[src/rtl/uart_buffered_port.sv]
// uart_buffered_port: UART with built-in RX/TX serial engines, a FIFO in each
// direction, sticky receive error flags and a runtime echo mode.
//
// Ports:
//   clk, resetn      system clock, synchronous active-low reset
//   uart_rxd         asynchronous serial input (2-flop synchronised)
//   uart_txd         serial output, idle high
//   rx_data/valid    head of the first-word-fall-through RX FIFO
//   rx_ready         pops the RX head when rx_valid is high
//   tx_data/valid    byte to enqueue into the TX FIFO
//   tx_ready         TX FIFO not full and echo mode off
//   echo_en          every accepted RX byte is also queued for transmit
//   rx_count         RX FIFO occupancy
//   tx_count         TX FIFO occupancy
//   tx_busy          TX engine mid-frame
//   rx_overrun       sticky: accepted byte dropped, RX FIFO full
//   rx_parity_err    sticky: parity mismatch
//   rx_frame_err     sticky: stop bit sampled low
//   err_clr          clears the sticky flags (a same-cycle set wins)
module uart_buffered_port #(
  parameter int CLK_HZ       = 50000000,
  parameter int BIT_RATE     = 9600,
  parameter int PAYLOAD_BITS = 8,
  parameter int FIFO_DEPTH   = 16,
  parameter int PARITY       = 0,
  parameter int STOP_BITS    = 1
) (
  input  logic                          clk,
  input  logic                          resetn,
  input  logic                          uart_rxd,
  output logic                          uart_txd,
  output logic [PAYLOAD_BITS-1:0]       rx_data,
  output logic                          rx_valid,
  input  logic                          rx_ready,
  input  logic [PAYLOAD_BITS-1:0]       tx_data,
  input  logic                          tx_valid,
  output logic                          tx_ready,
  input  logic                          echo_en,
  output logic [$clog2(FIFO_DEPTH):0]   rx_count,
  output logic [$clog2(FIFO_DEPTH):0]   tx_count,
  output logic                          tx_busy,
  output logic                          rx_overrun,
  output logic                          rx_parity_err,
  output logic                          rx_frame_err,
  input  logic                          err_clr
);

  localparam int CPB   = CLK_HZ / BIT_RATE;
  localparam int CNT_W = $clog2(CPB);
  localparam int AW    = $clog2(FIFO_DEPTH);
  localparam int CW    = AW + 1;
  localparam int IDX_W = 3;

  typedef enum logic [2:0] {
    ST_IDLE   = 3'd0,
    ST_START  = 3'd1,
    ST_DATA   = 3'd2,
    ST_PARITY = 3'd3,
    ST_STOP   = 3'd4
  } state_t;

  // Parity bit that belongs with the data: odd mode makes data+parity odd.
  function automatic logic parity_bit(input logic [PAYLOAD_BITS-1:0] data);
    logic ones;
    ones = ^data;
    if (PARITY == 1) begin
      parity_bit = ~ones;
    end else begin
      parity_bit = ones;
    end
  endfunction

  // ---------------- RX engine ----------------
  logic                    rxd_meta_r, rxd_sync_r;
  state_t                  rx_state_r, rx_state_s;
  logic [CNT_W-1:0]        rx_cnt_r, rx_cnt_s;
  logic [IDX_W-1:0]        rx_idx_r, rx_idx_s;
  logic [PAYLOAD_BITS-1:0] rx_shift_r, rx_shift_s;
  logic                    rx_par_r, rx_par_s;
  logic                    rx_done_s, rx_ferr_s, rx_perr_s, rx_tick_s;
  logic                    rx_push_r;

  // Two-flop synchroniser for the asynchronous serial input.
  always_ff @(posedge clk) begin
    if (!resetn) begin
      rxd_meta_r <= 1'b1;
      rxd_sync_r <= 1'b1;
    end else begin
      rxd_meta_r <= uart_rxd;
      rxd_sync_r <= rxd_meta_r;
    end
  end

  // RX next-state logic: start detect, mid-bit sampling, frame verdict.
  always_comb begin
    rx_state_s = rx_state_r;
    rx_cnt_s   = rx_cnt_r;
    rx_idx_s   = rx_idx_r;
    rx_shift_s = rx_shift_r;
    rx_par_s   = rx_par_r;
    rx_done_s  = 1'b0;
    rx_ferr_s  = 1'b0;
    rx_perr_s  = 1'b0;
    rx_tick_s  = (rx_cnt_r == CNT_W'(CPB - 1));
    case (rx_state_r)
      ST_IDLE: begin
        rx_cnt_s = '0;
        rx_idx_s = '0;
        if (!rxd_sync_r) begin
          rx_state_s = ST_START;
        end else begin
          rx_state_s = ST_IDLE;
        end
      end
      ST_START: begin
        // Half-bit check rejects short glitches; later samples land mid-bit.
        if (rx_cnt_r == CNT_W'(CPB / 2)) begin
          rx_cnt_s = '0;
          if (rxd_sync_r) begin
            rx_state_s = ST_IDLE;
          end else begin
            rx_state_s = ST_DATA;
          end
        end else begin
          rx_cnt_s = rx_cnt_r + CNT_W'(1);
        end
      end
      ST_DATA: begin
        if (rx_tick_s) begin
          rx_cnt_s   = '0;
          rx_shift_s = {rxd_sync_r, rx_shift_r[PAYLOAD_BITS-1:1]};
          if (rx_idx_r == IDX_W'(PAYLOAD_BITS - 1)) begin
            rx_idx_s = '0;
            if (PARITY != 0) begin
              rx_state_s = ST_PARITY;
            end else begin
              rx_state_s = ST_STOP;
            end
          end else begin
            rx_idx_s = rx_idx_r + IDX_W'(1);
          end
        end else begin
          rx_cnt_s = rx_cnt_r + CNT_W'(1);
        end
      end
      ST_PARITY: begin
        if (rx_tick_s) begin
          rx_cnt_s   = '0;
          rx_par_s   = rxd_sync_r;
          rx_state_s = ST_STOP;
        end else begin
          rx_cnt_s = rx_cnt_r + CNT_W'(1);
        end
      end
      ST_STOP: begin
        // Only the first stop bit is checked, whatever STOP_BITS is.
        if (rx_tick_s) begin
          rx_cnt_s   = '0;
          rx_state_s = ST_IDLE;
          rx_ferr_s  = ~rxd_sync_r;
          if (PARITY != 0) begin
            rx_perr_s = (rx_par_r != parity_bit(rx_shift_r));
          end else begin
            rx_perr_s = 1'b0;
          end
          rx_done_s = rxd_sync_r & ~rx_perr_s;
        end else begin
          rx_cnt_s = rx_cnt_r + CNT_W'(1);
        end
      end
      default: begin
        rx_state_s = ST_IDLE;
        rx_cnt_s   = '0;
      end
    endcase
  end

  // RX engine state register; rx_push_r delays the push one cycle.
  always_ff @(posedge clk) begin
    if (!resetn) begin
      rx_state_r <= ST_IDLE;
      rx_cnt_r   <= '0;
      rx_idx_r   <= '0;
      rx_shift_r <= '0;
      rx_par_r   <= 1'b0;
      rx_push_r  <= 1'b0;
    end else begin
      rx_state_r <= rx_state_s;
      rx_cnt_r   <= rx_cnt_s;
      rx_idx_r   <= rx_idx_s;
      rx_shift_r <= rx_shift_s;
      rx_par_r   <= rx_par_s;
      rx_push_r  <= rx_done_s;
    end
  end

  // ---------------- RX FIFO ----------------
  // rx_shift_r still holds the byte during the push cycle: the engine is idle.
  logic [PAYLOAD_BITS-1:0] rx_mem_r [FIFO_DEPTH];
  logic [AW-1:0]           rx_wr_ptr_r, rx_rd_ptr_r;
  logic [CW-1:0]           rx_count_r, rx_count_s;
  logic                    rx_valid_r;
  logic                    rx_full_s, rx_pop_s, rx_wr_s, rx_ovr_s;

  // RX FIFO push/pop decisions and next occupancy.
  always_comb begin
    rx_full_s = (rx_count_r == CW'(FIFO_DEPTH));
    rx_pop_s  = rx_valid_r & rx_ready;
    rx_wr_s   = rx_push_r & (~rx_full_s | rx_pop_s);
    rx_ovr_s  = rx_push_r & rx_full_s & ~rx_pop_s;
    case ({rx_wr_s, rx_pop_s})
      2'b10:   rx_count_s = rx_count_r + CW'(1);
      2'b01:   rx_count_s = rx_count_r - CW'(1);
      default: rx_count_s = rx_count_r;
    endcase
  end

  // RX FIFO pointers and occupancy.
  always_ff @(posedge clk) begin
    if (!resetn) begin
      rx_wr_ptr_r <= '0;
      rx_rd_ptr_r <= '0;
      rx_count_r  <= '0;
      rx_valid_r  <= 1'b0;
    end else begin
      if (rx_wr_s) rx_wr_ptr_r <= rx_wr_ptr_r + AW'(1);
      if (rx_pop_s) rx_rd_ptr_r <= rx_rd_ptr_r + AW'(1);
      rx_count_r <= rx_count_s;
      rx_valid_r <= (rx_count_s != '0);
    end
  end

  // RX FIFO storage.
  always_ff @(posedge clk) begin
    if (rx_wr_s) rx_mem_r[rx_wr_ptr_r] <= rx_shift_r;
  end

  // RX head presented only while valid so it reads zero after reset.
  always_comb begin
    if (rx_valid_r) begin
      rx_data = rx_mem_r[rx_rd_ptr_r];
    end else begin
      rx_data = '0;
    end
  end

  // ---------------- TX FIFO ----------------
  logic [PAYLOAD_BITS-1:0] tx_mem_r [FIFO_DEPTH];
  logic [AW-1:0]           tx_wr_ptr_r, tx_rd_ptr_r;
  logic [CW-1:0]           tx_count_r, tx_count_s;
  logic                    tx_full_s, tx_wr_s, tx_pop_s;
  logic [PAYLOAD_BITS-1:0] tx_wdata_s;

  // TX FIFO write source (host or echo) and next occupancy.
  always_comb begin
    tx_full_s = (tx_count_r == CW'(FIFO_DEPTH));
    if (echo_en) begin
      // Echo copy is dropped silently when the TX FIFO is full.
      tx_wr_s    = rx_push_r & ~tx_full_s;
      tx_wdata_s = rx_shift_r;
    end else begin
      tx_wr_s    = tx_valid & ~tx_full_s;
      tx_wdata_s = tx_data;
    end
    case ({tx_wr_s, tx_pop_s})
      2'b10:   tx_count_s = tx_count_r + CW'(1);
      2'b01:   tx_count_s = tx_count_r - CW'(1);
      default: tx_count_s = tx_count_r;
    endcase
  end

  // TX FIFO pointers and occupancy.
  always_ff @(posedge clk) begin
    if (!resetn) begin
      tx_wr_ptr_r <= '0;
      tx_rd_ptr_r <= '0;
      tx_count_r  <= '0;
    end else begin
      if (tx_wr_s) tx_wr_ptr_r <= tx_wr_ptr_r + AW'(1);
      if (tx_pop_s) tx_rd_ptr_r <= tx_rd_ptr_r + AW'(1);
      tx_count_r <= tx_count_s;
    end
  end

  // TX FIFO storage.
  always_ff @(posedge clk) begin
    if (tx_wr_s) tx_mem_r[tx_wr_ptr_r] <= tx_wdata_s;
  end

  // ---------------- TX engine ----------------
  state_t                  tx_state_r, tx_state_s;
  logic [CNT_W-1:0]        tx_cnt_r, tx_cnt_s;
  logic [IDX_W-1:0]        tx_idx_r, tx_idx_s;
  logic [PAYLOAD_BITS-1:0] tx_shift_r, tx_shift_s;
  logic                    tx_par_r, tx_par_s;
  logic                    tx_txd_s, tx_tick_s;
  logic                    tx_txd_r, tx_busy_r;

  // TX next-state logic; the line level is registered one cycle later.
  always_comb begin
    tx_state_s = tx_state_r;
    tx_cnt_s   = tx_cnt_r;
    tx_idx_s   = tx_idx_r;
    tx_shift_s = tx_shift_r;
    tx_par_s   = tx_par_r;
    tx_pop_s   = 1'b0;
    tx_txd_s   = 1'b1;
    tx_tick_s  = (tx_cnt_r == CNT_W'(CPB - 1));
    case (tx_state_r)
      ST_IDLE: begin
        tx_cnt_s = '0;
        tx_idx_s = '0;
        if (tx_count_r != '0) begin
          tx_pop_s   = 1'b1;
          tx_shift_s = tx_mem_r[tx_rd_ptr_r];
          tx_par_s   = parity_bit(tx_mem_r[tx_rd_ptr_r]);
          tx_state_s = ST_START;
        end else begin
          tx_state_s = ST_IDLE;
        end
      end
      ST_START: begin
        tx_txd_s = 1'b0;
        if (tx_tick_s) begin
          tx_cnt_s   = '0;
          tx_state_s = ST_DATA;
        end else begin
          tx_cnt_s = tx_cnt_r + CNT_W'(1);
        end
      end
      ST_DATA: begin
        tx_txd_s = tx_shift_r[0];
        if (tx_tick_s) begin
          tx_cnt_s   = '0;
          tx_shift_s = tx_shift_r >> 1;
          if (tx_idx_r == IDX_W'(PAYLOAD_BITS - 1)) begin
            tx_idx_s = '0;
            if (PARITY != 0) begin
              tx_state_s = ST_PARITY;
            end else begin
              tx_state_s = ST_STOP;
            end
          end else begin
            tx_idx_s = tx_idx_r + IDX_W'(1);
          end
        end else begin
          tx_cnt_s = tx_cnt_r + CNT_W'(1);
        end
      end
      ST_PARITY: begin
        tx_txd_s = tx_par_r;
        if (tx_tick_s) begin
          tx_cnt_s   = '0;
          tx_state_s = ST_STOP;
        end else begin
          tx_cnt_s = tx_cnt_r + CNT_W'(1);
        end
      end
      ST_STOP: begin
        tx_txd_s = 1'b1;
        if (tx_tick_s) begin
          tx_cnt_s = '0;
          if (tx_idx_r == IDX_W'(STOP_BITS - 1)) begin
            tx_idx_s   = '0;
            tx_state_s = ST_IDLE;
          end else begin
            tx_idx_s = tx_idx_r + IDX_W'(1);
          end
        end else begin
          tx_cnt_s = tx_cnt_r + CNT_W'(1);
        end
      end
      default: begin
        tx_state_s = ST_IDLE;
        tx_cnt_s   = '0;
      end
    endcase
  end

  // TX engine state and registered line/busy outputs.
  always_ff @(posedge clk) begin
    if (!resetn) begin
      tx_state_r <= ST_IDLE;
      tx_cnt_r   <= '0;
      tx_idx_r   <= '0;
      tx_shift_r <= '0;
      tx_par_r   <= 1'b0;
      tx_txd_r   <= 1'b1;
      tx_busy_r  <= 1'b0;
    end else begin
      tx_state_r <= tx_state_s;
      tx_cnt_r   <= tx_cnt_s;
      tx_idx_r   <= tx_idx_s;
      tx_shift_r <= tx_shift_s;
      tx_par_r   <= tx_par_s;
      tx_txd_r   <= tx_txd_s;
      tx_busy_r  <= (tx_state_r != ST_IDLE);
    end
  end

  // ---------------- Sticky flags ----------------
  logic rx_overrun_r, rx_parity_err_r, rx_frame_err_r;

  // Sticky error flags; a set event outranks a same-cycle clear.
  always_ff @(posedge clk) begin
    if (!resetn) begin
      rx_overrun_r    <= 1'b0;
      rx_parity_err_r <= 1'b0;
      rx_frame_err_r  <= 1'b0;
    end else begin
      rx_overrun_r    <= rx_ovr_s  | (rx_overrun_r    & ~err_clr);
      rx_parity_err_r <= rx_perr_s | (rx_parity_err_r & ~err_clr);
      rx_frame_err_r  <= rx_ferr_s | (rx_frame_err_r  & ~err_clr);
    end
  end

  assign uart_txd      = tx_txd_r;
  assign tx_busy       = tx_busy_r;
  assign rx_valid      = rx_valid_r;
  assign rx_count      = rx_count_r;
  assign tx_count      = tx_count_r;
  assign tx_ready      = ~echo_en & ~tx_full_s;
  assign rx_overrun    = rx_overrun_r;
  assign rx_parity_err = rx_parity_err_r;
  assign rx_frame_err  = rx_frame_err_r;

endmodule

[config.mk]
export PLATFORM = sky130hd
export DESIGN_NAME = uart_buffered_port
export DESIGN_NICKNAME = d
export VERILOG_FILES = /design/src/rtl/uart_buffered_port.sv
export SDC_FILE = /design/constraint.sdc
export NUM_CORES = 1
export LEC_CHECK = 0
export BUFFER_PORTS_ARGS = -buffer_cell sky130_fd_sc_hd__buf_2
export CAP_MARGIN = 20
export CORE_MARGIN = 2
export CORE_UTILIZATION = 56
export DETAILED_ROUTE_END_ITERATION = 16
export PLACE_DENSITY = 0.73
export SLEW_MARGIN = 20
export SYNTH_ARGS = -nofsm -noshare
export SYNTH_HDL_FRONTEND = slang
export SYNTH_SLANG_ARGS = --single-unit
[constraint.sdc]
create_clock -name clk -period 5.8 [get_ports clk]
set_clock_uncertainty 0.1 [all_clocks]
set_input_delay 0.58 -clock clk [delete_from_list [all_inputs] [get_ports clk]]
set_output_delay 0.58 -clock clk [all_outputs]
set_load 0.005 [all_outputs]
==> flow_summary.json <==
{
  "drt-vias-per-instance": 5.797,
  "ys_ff_latch": 354,
  "clockPowerShare_pct": 38.5,
  "synth-edff-count": 256,
  "startpoint_type": "register",
  "fillers": 1788,
  "gp_congestion": 0.7994,
  "outcome": "completed",
  "totalNegativeSetupSlack_ps": 0,
  "layout_commonest_cell": "edfxtp_1",
  "clkTransAtPathRegs_ps": 60,
  "die_y_um": 164.8,
  "syn_to_final_growth_pct": 11.58,
  "ys_seq_area_share_pct": 66.66,
  "route.detailed.drc": 0,
  "htreeDepth": 2,
  "finalSetupViolations": 0,
  "final_core_util_pct": 63.96,
  "cts_buffers": 36,
  "firstDrtPassIters": 5,
  "cts_hold_buf": 0,
  "dieArea_um2": 27150,
  "critPathCaptureType": "primary output",
  "crit_type": "register to primary output",
  "synth_cell_types": 59,
  "core.rowCount": 58,
  "overflow": 0,
  "yosys_warnings": 0,
  "antennaDiodeCount": 0,
  "synthArstFlopShare_pct": 0,
  "cts_resized": 0,
  "grt_pass1_vias": 7736,
  "final.min_clock_period_ps": 3547,
  "required_ps": 5120,
  "whs_ps": 167.5,
  "fmax_mhz": 281.9,
  "power.internal_mw": 4.451,
  "grt_max_degree": 73,
  "ios": 40,
  "wl_per_cell_um": 20.24,
  "ant_nets": 0,
  "fin_nets": 1009,
  "netlist_area_um2": 14480,
  "drv_slew": 0,
  "ir_worst_vdd_uv": 294.3,
  "vias": 7716,
  "avgSynthCellArea_um2": 15.55,
  "max-cap-violations": 0,
  "cts.sinks": 354,
  "combPwrFrac_pct": 12.8,
  "drive_above_1_share_pct": 19.88,
  "clk_latency_ps": 510,
  "cp_max_fo": 26,
  "leakagePower_nw": 5.454,
  "post-cts-setup-buffers": 0,
  "drt-total-wl_um": 26940,
  "core_um2": 25250,
  "first_iter_violations": 754,
  "root_buffer": "clkbuf_16",
  "antenna_found_initial": 1,
  "p_seq_share_pct": 48.7,
  "tightestPinTransition_ps": 858.9,
  "slew_headroom_pct": 42.53,
  "cp.arrival_ps": 2870,
  "dpl.hpwl_um": 17600,
  "powerDensity_nw_per_um2": 361.6,
  "holdCritPathClass": "input port to register",
  "cts_tree": "built",
  "hold_viol_final": 0,
  "synthCells": 931,
  "start_util_pct": 57.32,
  "grt_pass1_wl_um": 42990,
  "port_buffers": 39,
  "cts_buffer_depth": 3,
  "die_w_um": 164.8,
  "final_cell_mix": "256 x edfxtp_1, 96 x dfxtp_1, 72 x mux4_2",
  "p_switching_mw": 1.390,
  "finalCritPeriodShare_pct": 61.16,
  "track_usage_pct": 20.78,
  "syn_nets": 967,
  "rsz0062_at_grt": "false",
  "netSwitchingFraction_pct": 23.80,
  "synth_flop_cell": "edfxtp_1"
}
metrics by stage:
step                      instance area, µm²  total power, mW  cells  worst slack (ps)
after floorplan                        14480            3.499    931              2712
after global routing                   16150            6.102   1331              2048
after global placement                 14970            3.638   1264              2574
after detailed placement               14990            3.652   1265              2513
final                                  16150            5.841   1331              2253
after CTS                              16150            5.889   1331              2152
Yosys cell counts, drive strengths merged (4+ instances only):
| cell type | number | share of area, % |
|---|---|---|
| nand2b | 10 | 0.43 |
| ha | 21 | 1.8 |
| nand2 | 51 | 1.3 |
| buf | 20 | 0.67 |
| and2 | 37 | 1.6 |
| clkbuf | 26 | 0.67 |
| xor2 | 22 | 1.3 |
| mux2i | 22 | 1.5 |
| mux2 | 9 | 0.73 |
| xnor2 | 28 | 1.7 |
| mux4 | 72 | 11 |
| nor2 | 71 | 1.9 |
| dfxtp | 98 | 14 |
| o21ai | 13 | 0.45 |
| nand3 | 16 | 0.55 |
| a31oi | 5 | 0.22 |
| nand4 | 7 | 0.30 |
| o21a | 4 | 0.21 |
| inv | 16 | 0.41 |
| edfxtp | 256 | 53 |
| a22oi | 19 | 0.99 |
| nor3 | 22 | 0.76 |
| nor2b | 27 | 1.2 |
| and3 | 7 | 0.30 |
| a21boi | 9 | 0.49 |
| o211a | 7 | 0.48 |
flip-flops by register name, summed over array words and instances, names as in the netlist, 3 cells and up, named ones only:
signal and count:
tx_rd_ptr_r 4, tx_shift_r 8, rx_wr_ptr_r 4, tx_wr_ptr_r 4
rx_mem_r 128, tx_count 5, rx_cnt_r 13, rx_rd_ptr_r 4
tx_mem_r 128, rx_shift_r 8, tx_idx_r 3, tx_cnt_r 13
tx_state_r 3, rx_count 5, rx_state_r 3, rx_idx_r 3
area by class of cell:
type,count,area (µm²),share of cell area (%)
sequential,354,9652,59.75
inverter,16,60.06,0.3718
clock buffer,50,1015,6.282
multi-input combinational,515,4592,28.43
tap,330,412.9,2.556
timing repair buffer,50,277.8,1.720
clock inverter,16,143.9,0.8908
layer usage:
layer | GRT usage, % | vias up | wire [µm]
li1 | - | 3607 | -
met3 | 3.867 | 41 | 1537
met2 | 34.06 | 231 | 13110
met4 | 4.783 | 2 | 422
met5 | 0 | - | 12
met1 | 29.34 | 3835 | 11860
logic make-up after synthesis:
logic type      synth area share (%)
buf+inv                        1.763
xor+xnor                       3.025
fa+ha+maj                      1.893
mux                            13.45
compound gates                 3.527
flops                          66.66
simple gates                   9.689
worst max-delay path: stages (launching register included):
cell	delay (ps)
dfxtp_2	480
buf_4	490
mux4_2	600
mux4_2	490
and2_1	170
buf_2	120
power groups by stage:
stage | clock network [mW] | registers, mW | logic, mW
6_report | 2.25 | 2.84 | 0.750
5_1_grt | 2.40 | 2.86 | 0.844
4_1_cts | 2.29 | 2.84 | 0.760
3_5_place_dp | 0 | 2.90 | 0.755
3_3_place_gp | 0 | 2.89 | 0.743
2_1_floorplan | 0 | 2.85 | 0.649
worst paths after layout:
path | startpoint | end | slack, ps | cells after the start
setup reg to reg | tx_state_r[0] | tx_count[2] | 2610 | 9
hold reg to reg | rxd_meta_r | rxd_sync_r | 310 | 1
hold / removal | uart_rxd | rxd_meta_r | 170 | 2
setup / recovery | register | rx_data[1] | 2250 | 5
Power figures use the tool's default switching activity.
